$ cat config.mk
export PLATFORM = sky130hd
export DESIGN_NAME = addsub_pipe_flat
export DESIGN_NICKNAME = d
export VERILOG_FILES = /design/src/rtl/addsub_pipe_if.sv /design/src/rtl/addsub_pipe.sv /design/src/flat_wrapper.sv
export SDC_FILE = /design/constraint.sdc
export NUM_CORES = 1
export LEC_CHECK = 0
export ABC_AREA = 1
export BUFFER_PORTS_ARGS = -buffer_cell sky130_fd_sc_hd__buf_2
export CAP_MARGIN = 20
export CORE_MARGIN = 3
export CORE_UTILIZATION = 40
export CTS_CLUSTER_SIZE = 20
export DETAILED_ROUTE_END_ITERATION = 8
export GPL_TIMING_DRIVEN = 0
export SLEW_MARGIN = 5
export SYNTH_ARGS = -nofsm -noshare
export SYNTH_HDL_FRONTEND = slang
export SYNTH_SLANG_ARGS = --single-unit
$ cat constraint.sdc
create_clock -name clk -period 1.7 [get_ports clk]
set_input_delay 0.34 -clock clk [delete_from_list [all_inputs] [get_ports clk]]
set_output_delay 0.34 -clock clk [all_outputs]
set_load 0.05 [all_outputs]
$ cat src/rtl/addsub_pipe_if.sv
// Operand/result handshake bundle for addsub_pipe.
// master: producer+consumer side; slave: the pipeline.
interface addsub_pipe_if #(
    parameter int WIDTH = 8
);
    logic             in_valid;
    logic             in_ready;
    logic [WIDTH-1:0] a;
    logic [WIDTH-1:0] b;
    logic             sub;
    logic             sat;
    logic             out_valid;
    logic             out_ready;
    logic [WIDTH-1:0] sum;
    logic             cout;
    logic             ovf;

    modport master (
        output in_valid, a, b, sub, sat, out_ready,
        input  in_ready, out_valid, sum, cout, ovf
    );

    modport slave (
        input  in_valid, a, b, sub, sat, out_ready,
        output in_ready, out_valid, sum, cout, ovf
    );
endinterface

$ cat src/rtl/addsub_pipe.sv
// Pipelined two's-complement add/subtract, CHUNK bits per stage,
// carry registered between stages, optional signed saturation.
module addsub_pipe #(
    parameter int WIDTH = 8,
    parameter int CHUNK = 4
) (
    input logic          clk,
    input logic          rst_n,
    input logic          ena,
    addsub_pipe_if.slave bus
);
    localparam int STAGES = WIDTH / CHUNK;
    localparam int LAST   = STAGES - 1;
    localparam logic [WIDTH-1:0] SMIN = {1'b1, {(WIDTH-1){1'b0}}};
    localparam logic [WIDTH-1:0] SMAX = ~SMIN;

    logic             adv;

    logic [WIDTH-1:0] a_q   [STAGES];
    logic [WIDTH-1:0] b_q   [STAGES];
    logic [WIDTH-1:0] r_q   [STAGES];
    logic             sat_q [STAGES];
    logic             c_q   [STAGES];
    logic             v_q   [STAGES];

    logic [WIDTH-1:0] a_d   [STAGES];
    logic [WIDTH-1:0] b_d   [STAGES];
    logic [WIDTH-1:0] r_d   [STAGES];
    logic             sat_d [STAGES];
    logic             c_d   [STAGES];
    logic             v_d   [STAGES];

    logic [WIDTH-1:0] a_s   [STAGES];
    logic [WIDTH-1:0] b_s   [STAGES];
    logic [WIDTH-1:0] r_s   [STAGES];
    logic             sat_s [STAGES];
    logic             c_s   [STAGES];
    logic             v_s   [STAGES];

    logic [CHUNK:0]   slice;
    logic [WIDTH-1:0] raw;
    logic             ovf_w;

    assign adv          = ena & (~v_q[LAST] | bus.out_ready);
    assign bus.in_ready = adv;

    // Stage 0 is fed from the port; b is inverted and carry-in set for sub.
    always_comb begin
        a_s[0]   = bus.a;
        b_s[0]   = bus.sub ? ~bus.b : bus.b;
        r_s[0]   = '0;
        sat_s[0] = bus.sat;
        c_s[0]   = bus.sub;
        v_s[0]   = bus.in_valid;
        for (int k = 1; k < STAGES; k++) begin
            a_s[k]   = a_q[k-1];
            b_s[k]   = b_q[k-1];
            r_s[k]   = r_q[k-1];
            sat_s[k] = sat_q[k-1];
            c_s[k]   = c_q[k-1];
            v_s[k]   = v_q[k-1];
        end
    end

    always_comb begin
        slice = '0;
        for (int k = 0; k < STAGES; k++) begin
            slice = {1'b0, a_s[k][k*CHUNK +: CHUNK]}
                  + {1'b0, b_s[k][k*CHUNK +: CHUNK]}
                  + {{CHUNK{1'b0}}, c_s[k]};
            a_d[k]   = a_s[k];
            b_d[k]   = b_s[k];
            sat_d[k] = sat_s[k];
            v_d[k]   = v_s[k];
            r_d[k]   = r_s[k];
            r_d[k][k*CHUNK +: CHUNK] = slice[CHUNK-1:0];
            c_d[k]   = slice[CHUNK];
        end
    end

    // Bubbles shift along with valid data; a stall freezes every stage.
    always_ff @(posedge clk or negedge rst_n) begin
        if (!rst_n) begin
            for (int k = 0; k < STAGES; k++) begin
                a_q[k]   <= '0;
                b_q[k]   <= '0;
                r_q[k]   <= '0;
                sat_q[k] <= 1'b0;
                c_q[k]   <= 1'b0;
                v_q[k]   <= 1'b0;
            end
        end else if (adv) begin
            for (int k = 0; k < STAGES; k++) begin
                a_q[k]   <= a_d[k];
                b_q[k]   <= b_d[k];
                r_q[k]   <= r_d[k];
                sat_q[k] <= sat_d[k];
                c_q[k]   <= c_d[k];
                v_q[k]   <= v_d[k];
            end
        end
    end

    // Flags are decoded from the fully resolved last stage.
    assign raw   = r_q[LAST];
    assign ovf_w = (a_q[LAST][WIDTH-1] == b_q[LAST][WIDTH-1])
                 & (raw[WIDTH-1] != a_q[LAST][WIDTH-1]);

    assign bus.out_valid = v_q[LAST];
    assign bus.cout      = c_q[LAST];
    assign bus.ovf       = ovf_w;
    assign bus.sum       = (sat_q[LAST] & ovf_w)
                         ? (a_q[LAST][WIDTH-1] ? SMIN : SMAX)
                         : raw;
endmodule

$ cat src/flat_wrapper.sv
// flat-port wrapper written by rule: the top's interface ports become plain ports
module addsub_pipe_flat 
#(
    parameter int WIDTH = 8,
    parameter int CHUNK = 4
)
  (clk, rst_n, ena, bus_in_valid, bus_a, bus_b, bus_sub, bus_sat, bus_out_ready, bus_in_ready, bus_out_valid, bus_sum, bus_cout, bus_ovf);
  addsub_pipe_if #(.WIDTH(WIDTH)) bus_i ();
  input logic clk;
  input logic rst_n;
  input logic ena;
  input wire logic [$bits(bus_i.in_valid)-1:0] bus_in_valid;
  input wire logic [$bits(bus_i.a)-1:0] bus_a;
  input wire logic [$bits(bus_i.b)-1:0] bus_b;
  input wire logic [$bits(bus_i.sub)-1:0] bus_sub;
  input wire logic [$bits(bus_i.sat)-1:0] bus_sat;
  input wire logic [$bits(bus_i.out_ready)-1:0] bus_out_ready;
  output wire logic [$bits(bus_i.in_ready)-1:0] bus_in_ready;
  output wire logic [$bits(bus_i.out_valid)-1:0] bus_out_valid;
  output wire logic [$bits(bus_i.sum)-1:0] bus_sum;
  output wire logic [$bits(bus_i.cout)-1:0] bus_cout;
  output wire logic [$bits(bus_i.ovf)-1:0] bus_ovf;
  assign bus_i.in_valid = bus_in_valid;
  assign bus_i.a = bus_a;
  assign bus_i.b = bus_b;
  assign bus_i.sub = bus_sub;
  assign bus_i.sat = bus_sat;
  assign bus_i.out_ready = bus_out_ready;
  assign bus_in_ready = bus_i.in_ready;
  assign bus_out_valid = bus_i.out_valid;
  assign bus_sum = bus_i.sum;
  assign bus_cout = bus_i.cout;
  assign bus_ovf = bus_i.ovf;
  addsub_pipe #(.WIDTH(WIDTH), .CHUNK(CHUNK)) u_core (.clk(clk), .rst_n(rst_n), .ena(ena), .bus(bus_i));
endmodule
==> results of run 1 <==
==> per-layer routing <==
layer | share of wire | global-route usage
met1 | 0.46 | 0.193
met2 | 0.50 | 0.241
met3 | 0.031 | 0.0148
met4 | 0.0056 | 0.0298
met5 | 0 | 0
==> flip-flops by register name (all words and copies together), names as in the netlist <==
register              flops
u_core.a_d                4
u_core.a_q                1
u_core.b_d                4
u_core.b_q                1
u_core.bus.cout           1
u_core.bus.out_valid      1
u_core.c_q                1
u_core.r_d                4
u_core.raw                8
u_core.sat_d              1
u_core.sat_q              1
u_core.v_d                1
==> logic make-up after synthesis <==
kind of cell             share of synthesized area
flip-flops                                   0.457
buffers and inverters                       0.0742
AO/OA/AOI/OAI                                0.107
XOR/XNOR                                    0.0571
adder cells (fa/ha/maj)                     0.0881
AND/OR/NAND/NOR                              0.217
==> placed cells by master (no fill, tap or decap) <==
cell / count
bufinv_16: 1
clkbuf_8: 3
a21oi_1: 4
buf_6: 13
o21ai_2: 9
nand3_4: 1
nand3b_1: 1
ha_1: 6
fa_1: 3
dfrtp_1: 28
inv_1: 12
and2_1: 1
nand3_1: 4
nor3_1: 1
o21ai_4: 1
nand2_1: 69
nand4_1: 1
xnor2_1: 3
inv_2: 2
buf_4: 8
xor2_1: 7
buf_8: 1
nor2_1: 3
nand2_2: 2
a21boi_2: 2
buf_2: 24
o21ai_0: 9
==> repair_timing <==
action | CTS | global route
pin swaps | 6 | 1
resized for setup | 23 | 5
setup endpoints to repair | 9 | 10
hold endpoints to repair | 0 | 0
setup buffers | 3 | 4
==> worst max-delay path by stage <==
stage,cells after the start,to,slack (ns),from
after CTS,5,bus_sum[7],-0.04,u_core.a_q[7]
after global placement,7,u_core.c_q[1],0.06,bus_sub
after global routing,5,bus_sum[7],-0.09,u_core.raw[7]
after floorplan,4,bus_sum[7],0.12,u_core.raw[7]
after detailed placement,7,u_core.c_q[1],0.08,bus_sub
final,5,bus_sum[7],-0.03,u_core.a_q[7]
==> worst max-delay path, stage by stage (launching register included) <==
cell	delay [ns]
dfrtp_1	0.40
buf_6	0.12
o21ai_4	0.14
nand3_4	0.13
a21boi_2	0.16
buf_6	0.17
==> through the flow <==
step	util	cells	setup slack [ns]	power [mW]	hold slack [ns]
floorplan	-	175	0.125	1.91	0.0444
CTS	0.549	261	-0.0368	2.91	0.0982
detailed placement	0.500	254	0.0800	2.19	0.390
global route	0.561	265	-0.0947	3.13	0.122
global placement	0.500	254	0.0647	2.16	0.386
finish	0.561	265	-0.0307	2.95	0.0718
==> power by group <==
part,internal (mW),total [mW],leakage (nW),switching (mW)
sequential,0.839,0.954,0.345,0.115
clock,0.315,0.515,0.0357,0.200
combinational,0.557,1.48,0.668,0.921
==> cell type report <==
type / instances / area [um^2]
fill: 360 / 1550
sequential: 28 / 701
clock inverter: 1 / 30.0
tap: 46 / 57.6
buffer: 6 / 61.3
inverter: 14 / 52.6
clock buffer: 3 / 41.3
timing repair buffer: 40 / 280
multi-input combinational: 127 / 751
==> results_dict.tcl, run 1 <==
set metrics [dict create \
    grt_overflow 0 \
    status "finished, violations left" \
    synth_seq_cells 28 \
    cts_tree "yes" \
    clock_latency_ns 0.27 \
    ys_types 25 \
    wl_per_cell_um 11.4 \
    syn_area_per_cell_um2 8.77 \
    hpwl_mm 2.27 \
    syn_to_final_growth_pct 28.7 \
    leakage_nw 1.05 \
    ant_nets 0 \
    grt_pass1_vias 1165 \
    design_area_um2 1970 \
    synth_edf_count 0 \
    finalSetupTns_ns -0.0423 \
    synth_sequential_area_ratio 0.457 \
    start_util 0.436 \
    die_x_um 67.9 \
    cp-end-kind "output pin" \
    rrSetupSlack_ns 0.09 \
    grt_pass1_wl_mm 5.07 \
    finalCriticalPeriod_ns 1.73 \
    critPathKind "reg -> out" \
    dr.pass1.iters 4 \
    rsz0062_at_grt "yes" \
    setup.worst_path.start_class "register" \
    via_per_inst 4.58 \
    cts_root_buffer "clkbuf_8" \
    min_path_type "in -> async" \
    finalMaxSlewViolations 0 \
    nets 252 \
    die_area_um2 4610 \
    yosys.area.top_type "dfrtp_1" \
    drt_iter0_drc 55 \
    timing.rr.start "u_core.b_d[4]" \
    rows 21 \
    final.setup_skew_ns 0.00589 \
    globalRouteTotalUtil 0.141 \
    final_hold_viol_count 0 \
    yosysWarnings 0 \
    pwr_density_cell_nw_per_um2 1490 \
    synthFlopType "dfrtp_1" \
    setup_slack_ns -0.0307 \
    fp.dieH_um 67.9 \
    fmax_mhz 578 \
    min_period_over_period 1.02 \
    cts-hold-fix-buffers 0 \
    cts_sinks 28 \
    coreArea_um2 3520 \
    netlist_instances 175 \
    worst_ir_drop_vdd_mv 0.486 \
    antenna_found_initial 0 \
    required_ns 1.36 \
    wirelength_mm 3.02 \
    insertedDiodeCount 0 \
    async_flop_share 1.00 \
    reg2regPathDepth 5 \
    critical_path_arrival_ns 1.39 \
    slew_headroom 0.596 \
    post-synth-top-count-cell "nand2_1" \
    maxCapViolCount 0 \
    grt_max_degree 29 \
    yosys-top-cells-area "dfrtp_1 (46%), nand2_1 (17%), ha_1 (4.9%)" \
    numCtsBuffers 3 \
    drc_errors 0 \
    tightest_slew_ns 0.606 \
    htree_levels 1 \
    path_clk_slew_ns 0.09 \
    yosysTopAreaCellShare 0.457 \
    regToRegEndpoint "u_core.raw[6]" \
    synth_common_cells "nand2_1 (71), dfrtp_1 (28), inv_1 (13), o21ai_0 (9), o21ai_2 (8)" \
    synth.cell_area_um2 1530 \
    synth_fp_nets 207 \
    violations "setup timing" \
    setup_violations 2 \
    routabilityCongestion 0.722 \
    crit_path_max_fanout 8 \
    cts_buffer_depth 2 \
    io_pins 35 \
    vias 1213 \
    portBuffers 33 \
    dpl_cell_area_um2 1760 \
    drive_above_1_share 0.306 \
]
No activity file was read; power rests on OpenSTA's default activity.
==> inputs of run 2 (changes only) <==
Settings changed: CAP_MARGIN 20 to default, RECOVER_POWER from default to 50.
==> results_dict.tcl, run 2 (synthesis gave the netlist of run 1 again) <==
set metrics [dict create \
    antenna_found_initial 0 \
    die_area_um2 4610 \
    p_clk_frac 0.174 \
    fmax_mhz 577 \
    coreArea_um2 3520 \
    final_hold_viol_count 0 \
    wl_per_cell_um 11.3 \
    hold_path_end "u_core.a_d[6]" \
    cts_root_buffer "clkbuf_8" \
    nets 252 \
    power_mw 2.94 \
    start_util 0.436 \
    finalSetupTns_ns -0.0460 \
    placed_cells 254 \
    timing.rr.start "u_core.b_d[4]" \
    regToRegEndpoint "u_core.raw[6]" \
    min_period_over_period 1.02 \
    io_pins 35 \
    timing.critical_path.mode_cell "buf_6" \
    p_int_mw 1.71 \
    tightest_slew_ns 1.47 \
    ant_nets 0 \
    slowest_delay_ns 0.40 \
    multi_input_area_um2 751 \
    violations "setup timing" \
    critical_path_arrival_ns 1.39 \
    syn_to_final_growth_pct 28.5 \
    dr.pass1.iters 4 \
    crit_family "flip-flops" \
    crit_chain "buf_6 > o21ai_4 > nand3_4 > a21boi_2 > buf_6" \
    required_ns 1.36 \
    cts_tree "yes" \
    status "finished, violations left" \
    cts_buffer_depth 2 \
    finalCriticalPeriod_ns 1.73 \
    holdWs_ns 0.266 \
    min_from "bus_a[6]" \
    via_per_inst 4.57 \
    crit_path_max_fanout 8 \
    n_fill_cell 361 \
    drt_iter0_drc 56 \
    utilization 0.560 \
    grt_overflow 0 \
    wirelength_mm 2.99 \
    rows 21 \
    final_cell_mix "nand2_1 (69), dfrtp_1 (28), buf_2 (22)" \
    hpwl_mm 2.27 \
    htree_levels 1 \
    rrSetupSlack_ns 0.08 \
    seq_area_um2 701 \
    design_area_um2 1970 \
    die_x_um 67.9 \
    p_comb_frac 0.502 \
    final.setup_skew_ns 0.00309 \
    min_path_cells 3 \
    switching_share 0.419 \
    seqPwrFrac 0.324 \
    largest_reg_flops 8 \
    setup_slack_ns -0.0324 \
    setup.worst_path.start_class "register" \
    fp.dieH_um 67.9 \
    critPathKind "reg -> out" \
    leakage_nw 1.04 \
    portBuffers 33 \
    grt_max_degree 29 \
    dp_slack_ns 0.0800 \
    setup_violations 3 \
    drive_above_1_share 0.297 \
    globalRouteTotalUtil 0.141 \
    final_common_cell "nand2_1" \
    routabilityCongestion 0.722 \
    rsz0062_at_grt "yes" \
    pwr_density_cell_nw_per_um2 1490 \
    grt_pass1_wl_mm 5.07 \
    numCtsBuffers 3 \
    grt_pass1_vias 1165 \
    drc_errors 0 \
    insertedDiodeCount 0 \
    finalMaxSlewViolations 0 \
    p_switching_mw 1.23 \
    dpl_cell_area_um2 1760 \
    path_clk_slew_ns 0.09 \
    cp.buffers_inverters 2 \
    maxCapViolCount 0 \
    vias 1212 \
    stdcell_count 265 \
    cp-end-kind "output pin" \
    cp_slowest_cell "dfrtp_1" \
    clock_latency_ns 0.27 \
    reg2regPathDepth 5 \
    min_path_type "in -> reg" \
    worst_ir_drop_vdd_mv 0.485 \
    cts_sinks 28 \
    slew_headroom 0.0221 \
]
## run 2: cell types whose count changed in the layout (fill, tap and decap cells not counted), sizes merged
cell and change:
buf -2, clkbuf +2
## run 2: worst reg2reg max path, delay by kind of cell (launching register included)
| kind | cells | cell delay [ns] |
|---|---|---|
| DFF | 1 | 0.41 |
| AOI/OAI and AO/OA | 1 | 0.09 |
| xor gates and xnor gates | 1 | 0.25 |
| buffers and inverters | 1 | 0.09 |
| adders and majority gates | 2 | 0.67 |
## run 2: layer usage
layer  up-vias  GRT usage  share of wire  routed length (um)
li1        637          -              -                   -
met1       552      0.193           0.46                1380
met2        21      0.241           0.50                1490
met3         2     0.0148          0.035                 106
met4         0     0.0298         0.0057                  17
met5         -          0              0                   0
## run 2: area by class of cell
| type | instances | area share |
|---|---|---|
| Clock buffer | 3 | 0.0209 |
| Sequential cell | 28 | 0.355 |
| Buffer | 6 | 0.0305 |
| Multi-Input combinational cell | 127 | 0.381 |
| Clock inverter | 1 | 0.0152 |
| Tap cell | 46 | 0.0292 |
| Timing Repair Buffer | 40 | 0.141 |
| Inverter | 14 | 0.0266 |
## run 2: power groups by stage
stage / clock network, mW / registers [mW] / logic, mW
6_report: 0.511 / 0.953 / 1.48
5_1_grt: 0.557 / 0.971 / 1.60
4_1_cts: 0.523 / 0.951 / 1.44
3_5_place_dp: 0 / 0.957 / 1.24
3_3_place_gp: 0 / 0.946 / 1.22
2_1_floorplan: 0 / 0.979 / 0.929
## run 2: worst max-delay path by stage
| stage | cells past startpoint | startpoint | slack, ns | to |
|---|---|---|---|---|
| 3_5_place_dp | 7 | bus_sub | 0.08 | u_core.c_q[1] |
| 6_report | 5 | u_core.a_q[7] | -0.03 | bus_sum[7] |
| 5_1_grt | 5 | u_core.raw[7] | -0.09 | bus_sum[7] |
| 2_1_floorplan | 4 | u_core.raw[7] | 0.12 | bus_sum[7] |
| 4_1_cts | 5 | u_core.a_q[7] | -0.04 | bus_sum[7] |
| 3_3_place_gp | 7 | bus_sub | 0.06 | u_core.c_q[1] |
## run 2: repair_timing
action	CTS	global route
pin swaps	6	1
setup endpoints to repair	9	10
hold buffers	0	0
gates resized for setup	23	5
buffers inserted	3	4
